<file path="config.mk">
export PLATFORM = sky130hd
export DESIGN_NAME = mil_std_rcv_decoder
export DESIGN_NICKNAME = d
export VERILOG_FILES = /design/src/rtl/mil_std_rcv_decoder.sv
export SDC_FILE = /design/constraint.sdc
export NUM_CORES = 1
export LEC_CHECK = 0
export BUFFER_PORTS_ARGS = -buffer_cell sky130_fd_sc_hd__buf_2
export CAP_MARGIN = 20
export CORE_UTILIZATION = 60
export DETAILED_ROUTE_END_ITERATION = 10
export HOLD_SLACK_MARGIN = 0.02
export PLACE_DENSITY = 0.76
export SLEW_MARGIN = 5
export SYNTH_ARGS = -nofsm -noshare
export SYNTH_HDL_FRONTEND = slang
export SYNTH_SLANG_ARGS = --single-unit
</file>
<file path="constraint.sdc">
create_clock -name clk_i -period 4.9 [get_ports clk_i]
set_input_delay 0.98 -clock clk_i [delete_from_list [all_inputs] [get_ports clk_i]]
set_output_delay 0.98 -clock clk_i [all_outputs]
set_load 0.05 [all_outputs]
</file>
<file path="src/rtl/mil_std_rcv_decoder.sv">
// MIL-STD-1553 Manchester II receive decoder: sync detection, 16-bit deserialisation, odd parity.
// Define MIL_STD_RCV_GLITCH_FILTER_EN to add a 3-sample majority filter after the synchroniser.
module mil_std_rcv_decoder #(
   parameter int CLKS_PER_BIT = 50,
   parameter int SYNC_TOL     = 6
) (
   input  logic        clk_i,
   input  logic        rst_i,
   input  logic        rcv_en_i,
   input  logic        rx_p_i,
   input  logic        rx_n_i,
   output logic        busy_o,
   output logic        word_valid_o,
   output logic [15:0] data_o,
   output logic        sync_c_o,
   output logic        parity_err_o,
   output logic        manch_err_o
);

   localparam int H  = CLKS_PER_BIT / 2;
   localparam int RW = $clog2(4 * CLKS_PER_BIT);

   localparam logic [RW-1:0] SYNC_MIN = RW'(3 * H - SYNC_TOL);
   localparam logic [RW-1:0] SYNC_MAX = RW'(3 * H + SYNC_TOL);
   localparam logic [RW-1:0] T_SYNC2  = RW'(3 * H - 1);
   localparam logic [RW-1:0] T_SMP1   = RW'(H / 2);
   localparam logic [RW-1:0] T_SMP2   = RW'((3 * H) / 2);
   localparam logic [RW-1:0] T_MID    = RW'(H);
   localparam logic [RW-1:0] T_END    = RW'(CLKS_PER_BIT - 1);
   localparam logic [RW-1:0] RUN_MAX  = '1;

   typedef enum logic [1:0] {LV_NULL = 2'd0, LV_HI = 2'd1, LV_LO = 2'd2} level_t;
   typedef enum logic [2:0] {S_IDLE, S_SYNC_1ST, S_SYNC_2ND, S_DATA, S_PARITY} state_t;

   // Reset asserts asynchronously but releases on a clock edge.
   logic [1:0] rst_sh;
   logic       arst;

   always_ff @(posedge clk_i or posedge rst_i) begin
      if (rst_i) rst_sh <= 2'b11;
      else       rst_sh <= {rst_sh[0], 1'b0};
   end

   assign arst = rst_sh[1];

   logic [1:0] p_sync, n_sync;
   logic       p_line, n_line;

   always_ff @(posedge clk_i or posedge arst) begin
      if (arst) begin
         p_sync <= '0;
         n_sync <= '0;
      end else begin
         p_sync <= {p_sync[0], rx_p_i};
         n_sync <= {n_sync[0], rx_n_i};
      end
   end

`ifdef MIL_STD_RCV_GLITCH_FILTER_EN
   logic [1:0] p_hist, n_hist;

   always_ff @(posedge clk_i or posedge arst) begin
      if (arst) begin
         p_hist <= '0;
         n_hist <= '0;
      end else begin
         p_hist <= {p_hist[0], p_sync[1]};
         n_hist <= {n_hist[0], n_sync[1]};
      end
   end

   assign p_line = (p_sync[1] & p_hist[0]) | (p_sync[1] & p_hist[1]) | (p_hist[0] & p_hist[1]);
   assign n_line = (n_sync[1] & n_hist[0]) | (n_sync[1] & n_hist[1]) | (n_hist[0] & n_hist[1]);
`else
   assign p_line = p_sync[1];
   assign n_line = n_sync[1];
`endif

   level_t lvl, lvl_q, h1;
   logic   edge_det;
   logic [RW-1:0] run;

   always_comb begin
      lvl = LV_NULL;
      if (p_line && !n_line)      lvl = LV_HI;
      else if (!p_line && n_line) lvl = LV_LO;
   end

   assign edge_det = (lvl != lvl_q);

   // run = cycles the previous level lasted, valid in the cycle the level changes.
   always_ff @(posedge clk_i or posedge arst) begin
      if (arst) begin
         lvl_q <= LV_NULL;
         run   <= '0;
      end else begin
         lvl_q <= lvl;
         if (edge_det)            run <= RW'(1);
         else if (run != RUN_MAX) run <= run + 1'b1;
      end
   end

   state_t        state, state_d;
   logic [RW-1:0] tmr;
   logic [4:0]    bitk;
   logic [15:0]   shreg;
   logic          sync_c_q;
   logic          sync_ok, in_bit, smp2, anchor, bit_ok, bit_one;
   logic          word_done, manch_fail;

   assign sync_ok = (run >= SYNC_MIN) && (run <= SYNC_MAX);
   assign in_bit  = (state == S_DATA) || (state == S_PARITY);
   assign smp2    = in_bit && (tmr == T_SMP2);
   assign anchor  = in_bit && edge_det && (tmr > T_SMP1) && (tmr < T_SMP2);
   assign bit_ok  = ((h1 == LV_HI) && (lvl == LV_LO)) || ((h1 == LV_LO) && (lvl == LV_HI));
   assign bit_one = (h1 == LV_HI);
   assign busy_o  = (state == S_SYNC_2ND) || in_bit;

   always_ff @(posedge clk_i or posedge arst) begin
      if (arst) state <= S_IDLE;
      else      state <= state_d;
   end

   always_comb begin
      state_d    = state;
      word_done  = 1'b0;
      manch_fail = 1'b0;
      unique case (state)
         // word_valid_o marks the cycle after a word: the level left on the line starts a new run.
         S_IDLE:
            if (lvl != LV_NULL && (edge_det || word_valid_o)) state_d = S_SYNC_1ST;
         S_SYNC_1ST:
            if (edge_det) begin
               if (sync_ok)             state_d = S_SYNC_2ND;
               else if (lvl == LV_NULL) state_d = S_IDLE;
            end
         S_SYNC_2ND:
            if (tmr == T_SYNC2) state_d = S_DATA;
         S_DATA:
            if (smp2 && !bit_ok) begin
               manch_fail = 1'b1;
               state_d    = S_IDLE;
            end else if (tmr == T_END && bitk == 5'd15) begin
               state_d = S_PARITY;
            end
         S_PARITY:
            if (smp2) begin
               word_done  = bit_ok;
               manch_fail = !bit_ok;
               state_d    = S_IDLE;
            end
         default: state_d = S_IDLE;
      endcase
      if (!rcv_en_i) begin
         state_d    = S_IDLE;
         word_done  = 1'b0;
         manch_fail = 1'b0;
      end
   end

   // tmr counts cycles since t0 in SYNC_2ND, then cycles since bit start.
   always_ff @(posedge clk_i or posedge arst) begin
      if (arst) begin
         tmr      <= '0;
         bitk     <= '0;
         h1       <= LV_NULL;
         shreg    <= '0;
         sync_c_q <= 1'b0;
      end else begin
         unique case (state)
            S_SYNC_1ST:       tmr <= RW'(1);
            S_SYNC_2ND:       tmr <= (tmr == T_SYNC2) ? '0 : tmr + 1'b1;
            S_DATA, S_PARITY: tmr <= anchor ? T_MID + 1'b1 : ((tmr == T_END) ? '0 : tmr + 1'b1);
            default:          tmr <= '0;
         endcase
         if (state == S_SYNC_2ND)               bitk <= '0;
         else if (in_bit && tmr == T_END)       bitk <= bitk + 1'b1;
         if (in_bit && tmr == T_SMP1)           h1 <= lvl;
         if (state == S_DATA && tmr == T_SMP2)  shreg <= {shreg[14:0], bit_one};
         if (state == S_SYNC_1ST && edge_det && sync_ok) sync_c_q <= (lvl_q == LV_HI);
      end
   end

   always_ff @(posedge clk_i or posedge arst) begin
      if (arst) begin
         word_valid_o <= 1'b0;
         manch_err_o  <= 1'b0;
         data_o       <= '0;
         sync_c_o     <= 1'b0;
         parity_err_o <= 1'b0;
      end else begin
         word_valid_o <= word_done;
         manch_err_o  <= manch_fail;
         if (word_done) begin
            data_o       <= shreg;
            sync_c_o     <= sync_c_q;
            parity_err_o <= ~^{shreg, bit_one};
         end
      end
   end

endmodule

</file>
==> qor.yml, run 1 <==
status:
  status: "complete, no violations"
timing:
  final.min_clock_period_ps: 2765
  setup_viol: 0
  fin_skew_ps: 11.66
  rsz0062_at_grt: "false"
  finalSetupTns_ps: 0
  maxSlewViolCount: 0
  hold_viol: 0
  period_share_pct: 56.42
  fmax_mhz: 361.7
  worst_slew_pin_slew_ps: 787.2
  relSlewSlack_pct: 47.47
logic_synthesis:
  netlist_area_sq_mm: 0.003396
  synth_edf_count: 0
  yosys.area.top_type: "dfrtp_1"
  yosysWarnings: 0
  syn_inst: 326
  syn_avg_cell_area_sq_um: 10.42
  synth-async-reset-ratio_pct: 100.0
  synth_top_area_share_pct: 50.85
  syn_nets: 344
  synth_ff_type: "dfrtp_1"
  yosysSeqAreaShare_pct: 52.39
  yosys-top-cells-area: "dfrtp_1 (51%), nand2_1 (8.0%), mux2_2 (6.0%), ha_1 (4.8%), xnor2_1 (4.4%)"
  yosys_register_bits: 71
  synth_cell_types: 47
cts:
  postCtsSetupRepairBufs: 0
  clk_latency_ps: 350
  cts_tree: "yes"
  holdBufCountCts: 0
  cts_repair_resize_count: 0
  clk_path_buf_depth: 2
  cts_buffers: 9
  cts_root_buf: "clkbuf_8"
  path_clk_slew_ps: 70
  ctsHtreeMaxLevel: 3
  clkSinkCount: 71
worst_setup_path:
  startpoint_type: "register"
  cpMostUsedCell: "nand2_1"
  cp_max_fo: 10
  cp_slowest_cell: "dfrtp_1"
  max_stage_delay_ps: 490
  r2r-end: "parity_err_o"
  crit_family: "simple AND/OR/NAND/NOR gates"
  path_cells: "nor2_1, nand2_1, nand2_1, buf_2"
  required_ps: 3920
  timing.rr.start: "tmr[1]"
  crit_path_end_kind: "output port"
  path_buf_inv: 1
  r2r_setup_slack_ps: 2610
  rr_worst_depth: 9
  path_class: "reg2out"
  cp.arrival_ps: 1780
flow_run:
  maxCapViolCount: 0
floorplan:
  die-area_sq_mm: 0.005964
  core_area_sq_mm: 0.005473
  io_pins: 26
  rows: 27
  fp.dieH_microns: 77.23
  start_util_pct: 62.05
  die_w_microns: 77.23
global_routing:
  grtUsageMet3_pct: 6.310
  grt_overflow_total: 0
  met1_usage_pct: 33.20
  grt.total_usage_pct: 23.46
  globalRouteMet2Util_pct: 33.89
  grt_pass1_vias: 2251
  grt_max_degree: 38
  grt_pass1_wl_microns: 10630
  antenna_found_initial: 0
  busiest_layer: "met2"
detailed_routing:
  wl_per_cell_microns: 14.22
  drc: 0
  firstDrtPassIters: 4
  totalWireLength_microns: 6158
  vias: 2336
  antenna_left: 0
  drt_iter0_markers: 194
  routed_via_density: 5.395
place:
  dp_hpwl_microns: 4094
  gp_congestion: 0.8908
  portBuffers: 25
power:
  p_leak_nw: 1.904
  peakVddDrop_uv: 208.4
  p_total_mw: 1.269
  powerDensity_mw_per_mm2: 334.7
cells_and_area:
  fillerInstances: 428
  antenna_cells: 0
  drive_gt1_share_pct: 20.50
  final_nets: 374
  area_growth_pct: 11.64
min_path:
  min_path_type: "reg2async"
Yosys cell counts, drive strengths merged, types with 2 or more instances:
master	number
nor3	7
nor2b	2
xor2	10
or2	3
nand2	72
inv	15
and3	4
mux2i	4
nand3	10
a31oi	5
mux2	18
nor3b	2
o21ai	12
nor2	19
clkbuf	3
dfstp	2
xnor2	17
o21bai	2
dfrtp	69
a21oi	8
nand4	6
buf	5
ha	13
nor4b	3
flip-flops by register name, indices dropped and copies added, names as in the netlist, 3 cells and up:
| signal | cells |
|---|---|
| tmr | 8 |
| run | 8 |
| bitk | 5 |
| state | 3 |
| data_o | 16 |
| shreg | 16 |
cells in the final DEF, fill, tap and decap left out, types with 2 or more instances in the layout:
cell type  Yosys  final
nor2_1        17     17
a21oi_1        6      6
nand2_1       72     72
nor4b_1        2      2
mux2i_1        4      4
mux2_2        18     18
a31oi_1        5      5
inv_1         15     14
xor2_1        10     10
o21bai_1       2      2
nand4_1        5      5
xnor2_1       17     17
dfstp_2        2      2
clkinv_2       0      2
nor2b_1        2      2
bufinv_16      0      2
o21ai_0       12     12
or2_2          3      3
nor3_1         7      7
ha_1          13     13
clkbuf_8       0      9
buf_2          1     25
nand3_1       10     10
dfrtp_1       69     69
and3_1         4      4
nor2_2         2      2
a21oi_2        2      2
metal layers:
layer	share of wire, %	routed length, microns
met4	1.6	97
met1	48	2953
met5	0	0
met2	46	2837
met3	4.4	270
worst max-delay path by stage:
stage	end	slack, ps	cells past startpoint	start
after floorplan	busy_o	2640	4	state[1]
after global placement	sync_c_o	2410	5	rcv_en_i
after detailed placement	data_o[11]	2250	8	tmr[1]
after CTS	busy_o	2120	4	state[2]
after global routing	busy_o	1960	4	state[2]
final	busy_o	2140	4	state[2]
power by group:
part / switching, mW / total, mW / internal (mW) / leakage, nW
logic: 0.0830 / 0.133 / 0.0505 / 0.832
registers: 0.0254 / 0.633 / 0.608 / 0.966
clock network: 0.217 / 0.503 / 0.286 / 0.106
cell type report:
type	count	area, sq um	share of cell area [%]
inverters	15	56.30	1.485
flip-flops and latches	71	1779	46.93
clock buffers	10	127.6	3.366
clock inverters	6	86.33	2.277
multi-input cells	232	1508	39.77
repair buffers	27	143.9	3.795
well taps	72	90.09	2.376
worst reg2reg max path: stages, from the launching register on:
cell     delay [ps]
dfrtp_1         420
inv_1            90
ha_1            150
nor4b_4         260
and3_1          270
nand2_1         100
nor3b_2         540
buf_6           240
nor2_1           60
a21oi_2          90
metrics by stage:
step           area (sq um)  cells  worst slack [ps]  util, %  hold WS, ps
3_3_place_gp           3566    416              2407    65.16        332.4
3_5_place_dp           3566    416              2251    65.16        342.6
6_report               3791    433              2136    69.27        356.6
5_1_grt                3791    433              1961    69.27        365.9
4_1_cts                3780    432              2124    69.07        359.3
2_1_floorplan          3396    326              2644        -        331.2
logic make-up after synthesis:
| group | share of synthesized area, % |
|---|---|
| compound gates | 6.522 |
| fa+ha+maj | 4.790 |
| buf+inv | 3.205 |
| xor+xnor | 6.964 |
| flops | 52.40 |
| other cells | 0.1104 |
| simple gates | 18.87 |
| mux | 7.148 |
No activity file was read; power rests on OpenSTA's default activity.
==> run 2: changes to the inputs <==
--- a/config.mk
+++ b/config.mk
@@ -7,10 +7,10 @@
 export LEC_CHECK = 0
 export BUFFER_PORTS_ARGS = -buffer_cell sky130_fd_sc_hd__buf_2
 export CAP_MARGIN = 20
-export CORE_UTILIZATION = 60
+export CORE_UTILIZATION = 59
 export DETAILED_ROUTE_END_ITERATION = 10
 export HOLD_SLACK_MARGIN = 0.02
-export PLACE_DENSITY = 0.76
+export PLACE_DENSITY = 0.74
 export SLEW_MARGIN = 5
 export SYNTH_ARGS = -nofsm -noshare
 export SYNTH_HDL_FRONTEND = slang
==> constraint.sdc (replaced) <==
create_clock -name clk_i -period 2.6 [get_ports clk_i]
set_input_delay 0.52 -clock clk_i [delete_from_list [all_inputs] [get_ports clk_i]]
set_output_delay 0.52 -clock clk_i [all_outputs]
set_load 0.05 [all_outputs]
==> run 2 against run 1 <==
Via count is 2.2% higher. Utilization is 0.35 points higher. Global-route usage is 1.3 points lower. Largest cell class unchanged. Final area is 1.7% higher.
==> qor.yml, run 2 (synthesized netlist as in run 1, its figures left out) <==
status:
  status: "complete, no violations"  # unchanged
timing:
  finalSetupTns_ps: 0  # unchanged
  final.min_clock_period_ps: 2252
  maxSlewViolCount: 0  # unchanged
  hold_slack_ps: 187.4  # was 356.6 ps
  rsz0062_at_grt: "false"  # unchanged
  setup_viol: 0  # unchanged
  fin_skew_ps: 10.16  # was 11.66 ps
  relSlewSlack_pct: 57.20  # was 47.47%
  worst_slew_pin_slew_ps: 641.1  # was 787.2 ps
  hold_viol: 0  # unchanged
  setup_ws_ps: 347.7  # was 2136 ps
  fmax_mhz: 444.0
  period_share_pct: 86.63
detailed_routing:
  vias: 2387  # was 2336
  drt_iter0_markers: 161  # was 194
  firstDrtPassIters: 4  # unchanged
  drc: 0  # unchanged
  wl_per_cell_microns: 13.68  # was 14.22 microns
  routed_via_density: 5.500  # was 5.395
  totalWireLength_microns: 5935  # was 6158 microns
  antenna_left: 0  # unchanged
global_routing:
  grt_max_degree: 41  # was 38
  grt_pass1_vias: 2285  # was 2251
  grtUsageMet3_pct: 4.824  # was 6.310%
  grt_pass1_wl_microns: 10250  # was 10630 microns
  globalRouteMet2Util_pct: 33.27  # was 33.89%
  antenna_found_initial: 0  # unchanged
  grt_overflow_total: 0  # unchanged
  met1_usage_pct: 30.01  # was 33.20%
  grt.total_usage_pct: 22.16  # was 23.46%
  busiest_layer: "met2"  # unchanged
floorplan:
  core_area_sq_mm: 0.005540  # was 0.005473 sq mm
  fp.dieH_microns: 77.87  # was 77.23 microns
  die_w_microns: 77.87  # was 77.23 microns
  rows: 27  # unchanged
  start_util_pct: 61.29  # was 62.05%
  die-area_sq_mm: 0.006063  # was 0.005964 sq mm
  io_pins: 26  # unchanged
power:
  peakVddDrop_uv: 486.7  # was 208.4 uV
  seqPwrFrac_pct: 46.5  # was 49.9%
  switching_share_pct: 23.66  # was 25.63%
  power.internal_mw: 1.961  # was 0.9438 mW
  pwr-share-comb_pct: 9.6  # was 10.5%
  p_total_mw: 2.569  # was 1.269 mW
  p_leak_nw: 1.940  # was 1.904 nW
  pwr-share-clk_pct: 43.9  # was 39.6%
  powerDensity_mw_per_mm2: 666.1  # was 334.7 mW/mm^2
  switchingPower_mw: 0.6080  # was 0.3252 mW
cells_and_area:
  final_nets: 375  # was 374
  fillerInstances: 432  # was 428
  antenna_cells: 0  # unchanged
  area_growth_pct: 13.60  # was 11.64%
  drive_gt1_share_pct: 20.99  # was 20.50%
  final_cells: 434  # was 433
  final_common_cell: "nand2_1"  # unchanged
  top_regs: "data_o: 16 flops, shreg: 16 flops"  # unchanged
  final_cell_mix: "nand2_1 (72), dfrtp_1 (69), buf_2 (25)"  # unchanged
worst_setup_path:
  max_stage_delay_ps: 490  # about the same
  rr_worst_depth: 7  # was 9
  cp.arrival_ps: 1730  # was 1780 ps
  path_buf_inv: 1  # unchanged
  path_class: "reg2out"  # unchanged
  required_ps: 2080  # was 3920 ps
  crit_family: "flip-flops"  # was simple AND/OR/NAND/NOR gates
  crit_path_end_kind: "output port"  # unchanged
  cp_slowest_cell: "dfrtp_1"  # unchanged
  path_cells: "and3b_1, a21oi_1, nand2_1, buf_2"  # was nor2_1, nand2_1, nand2_1, buf_2
  cp_max_fo: 10  # unchanged
  startpoint_type: "register"  # unchanged
  cp.depth: 4  # unchanged
cts:
  cts_buffers: 9  # unchanged
  clk_path_buf_depth: 2  # unchanged
  cts_root_buf: "clkbuf_8"  # unchanged
  ctsHtreeMaxLevel: 3  # unchanged
  clk_latency_ps: 340  # was 350 ps
  path_clk_slew_ps: 80  # was 70 ps
  cts_repair_resize_count: 0  # unchanged
  postCtsSetupRepairBufs: 0  # unchanged
  cts_tree: "yes"  # unchanged
  clkSinkCount: 71  # unchanged
  holdBufCountCts: 0  # unchanged
place:
  dp_slack_ps: 633.0  # was 2251 ps
  placed_cells: 418  # was 416
  portBuffers: 25  # unchanged
  dp_hpwl_microns: 4215  # was 4094 microns
  gp_congestion: 0.8844  # was 0.8908
min_path:
  min_path_type: "in2async"  # was reg2async
flow_run:
  maxCapViolCount: 0  # unchanged
==> run 2: routing by layer <==
layer	vias up	share of wire [%]	wire length (microns)
li1	1160	-	-
met1	1156	50	2946
met4	0	2.0	116
met2	62	45	2678
met5	-	0	0
met3	9	3.3	193
==> run 2: final timing paths <==
check | startpoint | end | slack [ps]
max in group asynchronous | rst_sh[1] | bitk[2] | 1620
hold / removal | rst_i | rst_sh[0] | 190
hold reg to reg | rst_sh[1] | sync_c_o | 340
setup / recovery | state[2] | busy_o | 350
setup reg to reg | tmr[1] | data_o[3] | 600
min in group clk_i | rx_p_i | p_sync[0] | 280
==> run 2: final cells by class <==
cell class,count,area (sq um),share of cell area (%)
Clock buffer,12,165.2,4.282
Tap cell,72,90.09,2.335
Sequential cell,71,1779,46.12
Inverter,15,56.30,1.460
Clock inverter,4,98.84,2.562
Multi-Input combinational cell,232,1508,39.09
Timing Repair Buffer,28,160.2,4.152
==> run 2: power by group through the flow <==
stage / Combinational, mW / Clock (mW) / Sequential (mW)
5_1_grt: 0.285 / 1.20 / 1.20
4_1_cts: 0.249 / 1.15 / 1.20
2_1_floorplan: 0.201 / 0 / 1.20
3_3_place_gp: 0.243 / 0 / 1.21
6_report: 0.247 / 1.13 / 1.20
3_5_place_dp: 0.248 / 0 / 1.22
==> run 2: worst reg2reg max path, delay by kind of cell, from the launching register on <==
kind	cells	cell delay, ps
buffers and inverters	1	110
and+or+nand+nor	5	1190
adders and majority gates	1	150
DFF	1	430
==> run 2: through the flow <==
| step | area [sq um] | utilization [%] |
|---|---|---|
| after floorplan | 3396 | - |
| after global placement | 3593 | 64.86 |
| after detailed placement | 3593 | 64.86 |
| after CTS | 3857 | 69.63 |
| after global routing | 3857 | 69.63 |
| final | 3857 | 69.63 |
==> run 3: changes to the inputs <==
==> constraint.sdc (replaced) <==
create_clock -name clk_i -period 2.6 [get_ports clk_i]
set_input_delay 0.52 -clock clk_i [delete_from_list [all_inputs] [get_ports clk_i]]
set_output_delay 0.52 -clock clk_i [all_outputs]
set_load 0.005 [all_outputs]
==> run 3 against run 2 <==
Utilization is 1.2 points lower. Combinational power is 3% lower. Count of clock-buffer cells in the layout is 1 lower. Setup slack better by 65 ps. Critical path depth stayed put. Power is 10% lower. Cell count stayed put. Fmax is 3.0% higher. Final area is 1.7% lower. Critical endpoint unchanged. Largest power group unchanged.
==> qor.yml, run 3 (synthesized netlist as in run 1, its figures left out) <==
status:
  status: "complete, no violations"  # unchanged
global_routing:
  grtUsageMet3_pct: 6.824  # was 4.824%
  antenna_found_initial: 0  # unchanged
  grt_max_degree: 49  # was 41
  grt_overflow_total: 0  # unchanged
  globalRouteMet2Util_pct: 31.77  # was 33.27%
  busiest_layer: "met2"  # unchanged
  met1_usage_pct: 30.96  # was 30.01%
  grt_pass1_vias: 2159  # was 2285
  grt_pass1_wl_microns: 10160  # was 10250 microns
  grt.total_usage_pct: 22.28  # was 22.16%
place:
  dp_hpwl_microns: 4231  # was 4215 microns
  gp_congestion: 0.8659  # was 0.8844
  dp_slack_ps: 579.6  # was 633.0 ps
  placed_cells: 418  # unchanged
  portBuffers: 25  # unchanged
floorplan:
  fp.dieH_microns: 77.87  # unchanged
  start_util_pct: 61.29  # unchanged
  die_w_microns: 77.87  # unchanged
  core_area_sq_mm: 0.005540  # unchanged
  die-area_sq_mm: 0.006063  # unchanged
  io_pins: 26  # unchanged
  rows: 27  # unchanged
worst_setup_path:
  cp_max_fo: 10  # unchanged
  startpoint: "state[2]"  # unchanged
  r2r_setup_slack_ps: 570  # was 600 ps
  startpoint_type: "register"  # unchanged
  required_ps: 2080  # about the same
  path_class: "reg2out"  # unchanged
  timing.rr.start: "tmr[1]"  # unchanged
  rr_worst_depth: 7  # unchanged
  cp.arrival_ps: 1670  # was 1730 ps
  crit_path_end_kind: "output port"  # unchanged
cells_and_area:
  final_cells: 434  # unchanged
  drive_gt1_share_pct: 20.72  # was 20.99%
  fillerInstances: 436  # was 432
  area_growth_pct: 11.68  # was 13.60%
  final_nets: 375  # unchanged
  final_common_cell: "nand2_1"  # unchanged
  final_cell_mix: "nand2_1 (72), dfrtp_1 (69), buf_2 (25)"  # unchanged
  antenna_cells: 0  # unchanged
  top_regs: "data_o: 16 flops, shreg: 16 flops"  # unchanged
timing:
  final.min_clock_period_ps: 2187  # was 2252 ps
  worst_slew_pin_slew_ps: 518.7  # was 641.1 ps
  rsz0062_at_grt: "false"  # unchanged
  relSlewSlack_pct: 65.34  # was 57.20%
  setup_viol: 0  # unchanged
  finalSetupTns_ps: 0  # unchanged
  maxSlewViolCount: 0  # unchanged
  setup_ws_ps: 413.0  # was 347.7 ps
  hold_viol: 0  # unchanged
  fmax_mhz: 457.2  # was 444.0 MHz
  fin_skew_ps: 9.387  # was 10.16 ps
  hold_slack_ps: 171.5  # was 187.4 ps
  period_share_pct: 84.12  # was 86.63%
detailed_routing:
  drc: 0  # unchanged
  totalWireLength_microns: 5954  # was 5935 microns
  antenna_left: 0  # unchanged
  routed_via_density: 5.355  # was 5.500
  vias: 2324  # was 2387
  wl_per_cell_microns: 13.72  # was 13.68 microns
  drt_iter0_markers: 152  # was 161
  firstDrtPassIters: 4  # unchanged
flow_run:
  maxCapViolCount: 0  # unchanged
power:
  p_total_mw: 2.307  # was 2.569 mW
  p_leak_nw: 1.898  # was 1.940 nW
  powerDensity_mw_per_mm2: 608.4  # was 666.1 mW/mm^2
  peakVddDrop_uv: 451.1  # was 486.7 uV
cts:
  cts_repair_resize_count: 0  # unchanged
  cts_buffers: 9  # unchanged
  path_clk_slew_ps: 80  # about the same
  clk_path_buf_depth: 2  # unchanged
  clkSinkCount: 71  # unchanged
  ctsHtreeMaxLevel: 3  # unchanged
  postCtsSetupRepairBufs: 0  # unchanged
  cts_tree: "yes"  # unchanged
  clk_latency_ps: 350  # was 340 ps
  holdBufCountCts: 0  # unchanged
  cts_root_buf: "clkbuf_8"  # unchanged
min_path:
  min_path_type: "in2async"  # unchanged
## run 3: cell types whose count changed in the layout (fill, tap and decap cells not counted), sizes merged
cell      delta
clkinv       +1
clkinvlp     +3
inv          -1
clkbuf       -1
bufinv       -2
## run 3: final timing paths
path / to
min: rst_sh[0]
max in group asynchronous: bitk[2]
min in group clk_i: p_sync[0]
max reg2reg: data_o[3]
min reg2reg: p_sync[0]
max: busy_o
## run 3: cell type report
class	count	area, sq um	area share [%]
well taps	72	90.09	2.375
flip-flops and latches	71	1779	46.92
repair buffers	28	160.2	4.223
inverters	15	56.30	1.485
multi-input cells	232	1508	39.76
clock buffers	11	141.4	3.728
clock inverters	5	57.56	1.518
## run 3: where the power goes
group / internal [mW] / switching (mW) / total, mW
Clock: 0.467 / 0.404 / 0.871
Sequential: 1.15 / 0.0502 / 1.20
Combinational: 0.0966 / 0.144 / 0.240
## run 3: metrics by stage
| stage | utilization (%) | cell area [sq um] |
|---|---|---|
| after floorplan | - | 3396 |
| after global placement | 64.86 | 3593 |
| after detailed placement | 64.86 | 3593 |
| after CTS | 68.45 | 3792 |
| after global routing | 68.45 | 3792 |
| final | 68.45 | 3792 |
## run 3: layer usage
layer | part of all wire [%] | wire length [microns]
met1 | 49 | 2940
met2 | 44 | 2612
met3 | 4.7 | 279
met4 | 2.0 | 121
met5 | 0 | 0
## run 3: worst max-delay path, cell delays in order (launching register included)
cell     delay [ps]
dfrtp_1         530
and3b_1         230
a21oi_1         310
nand2_1         110
buf_2           150
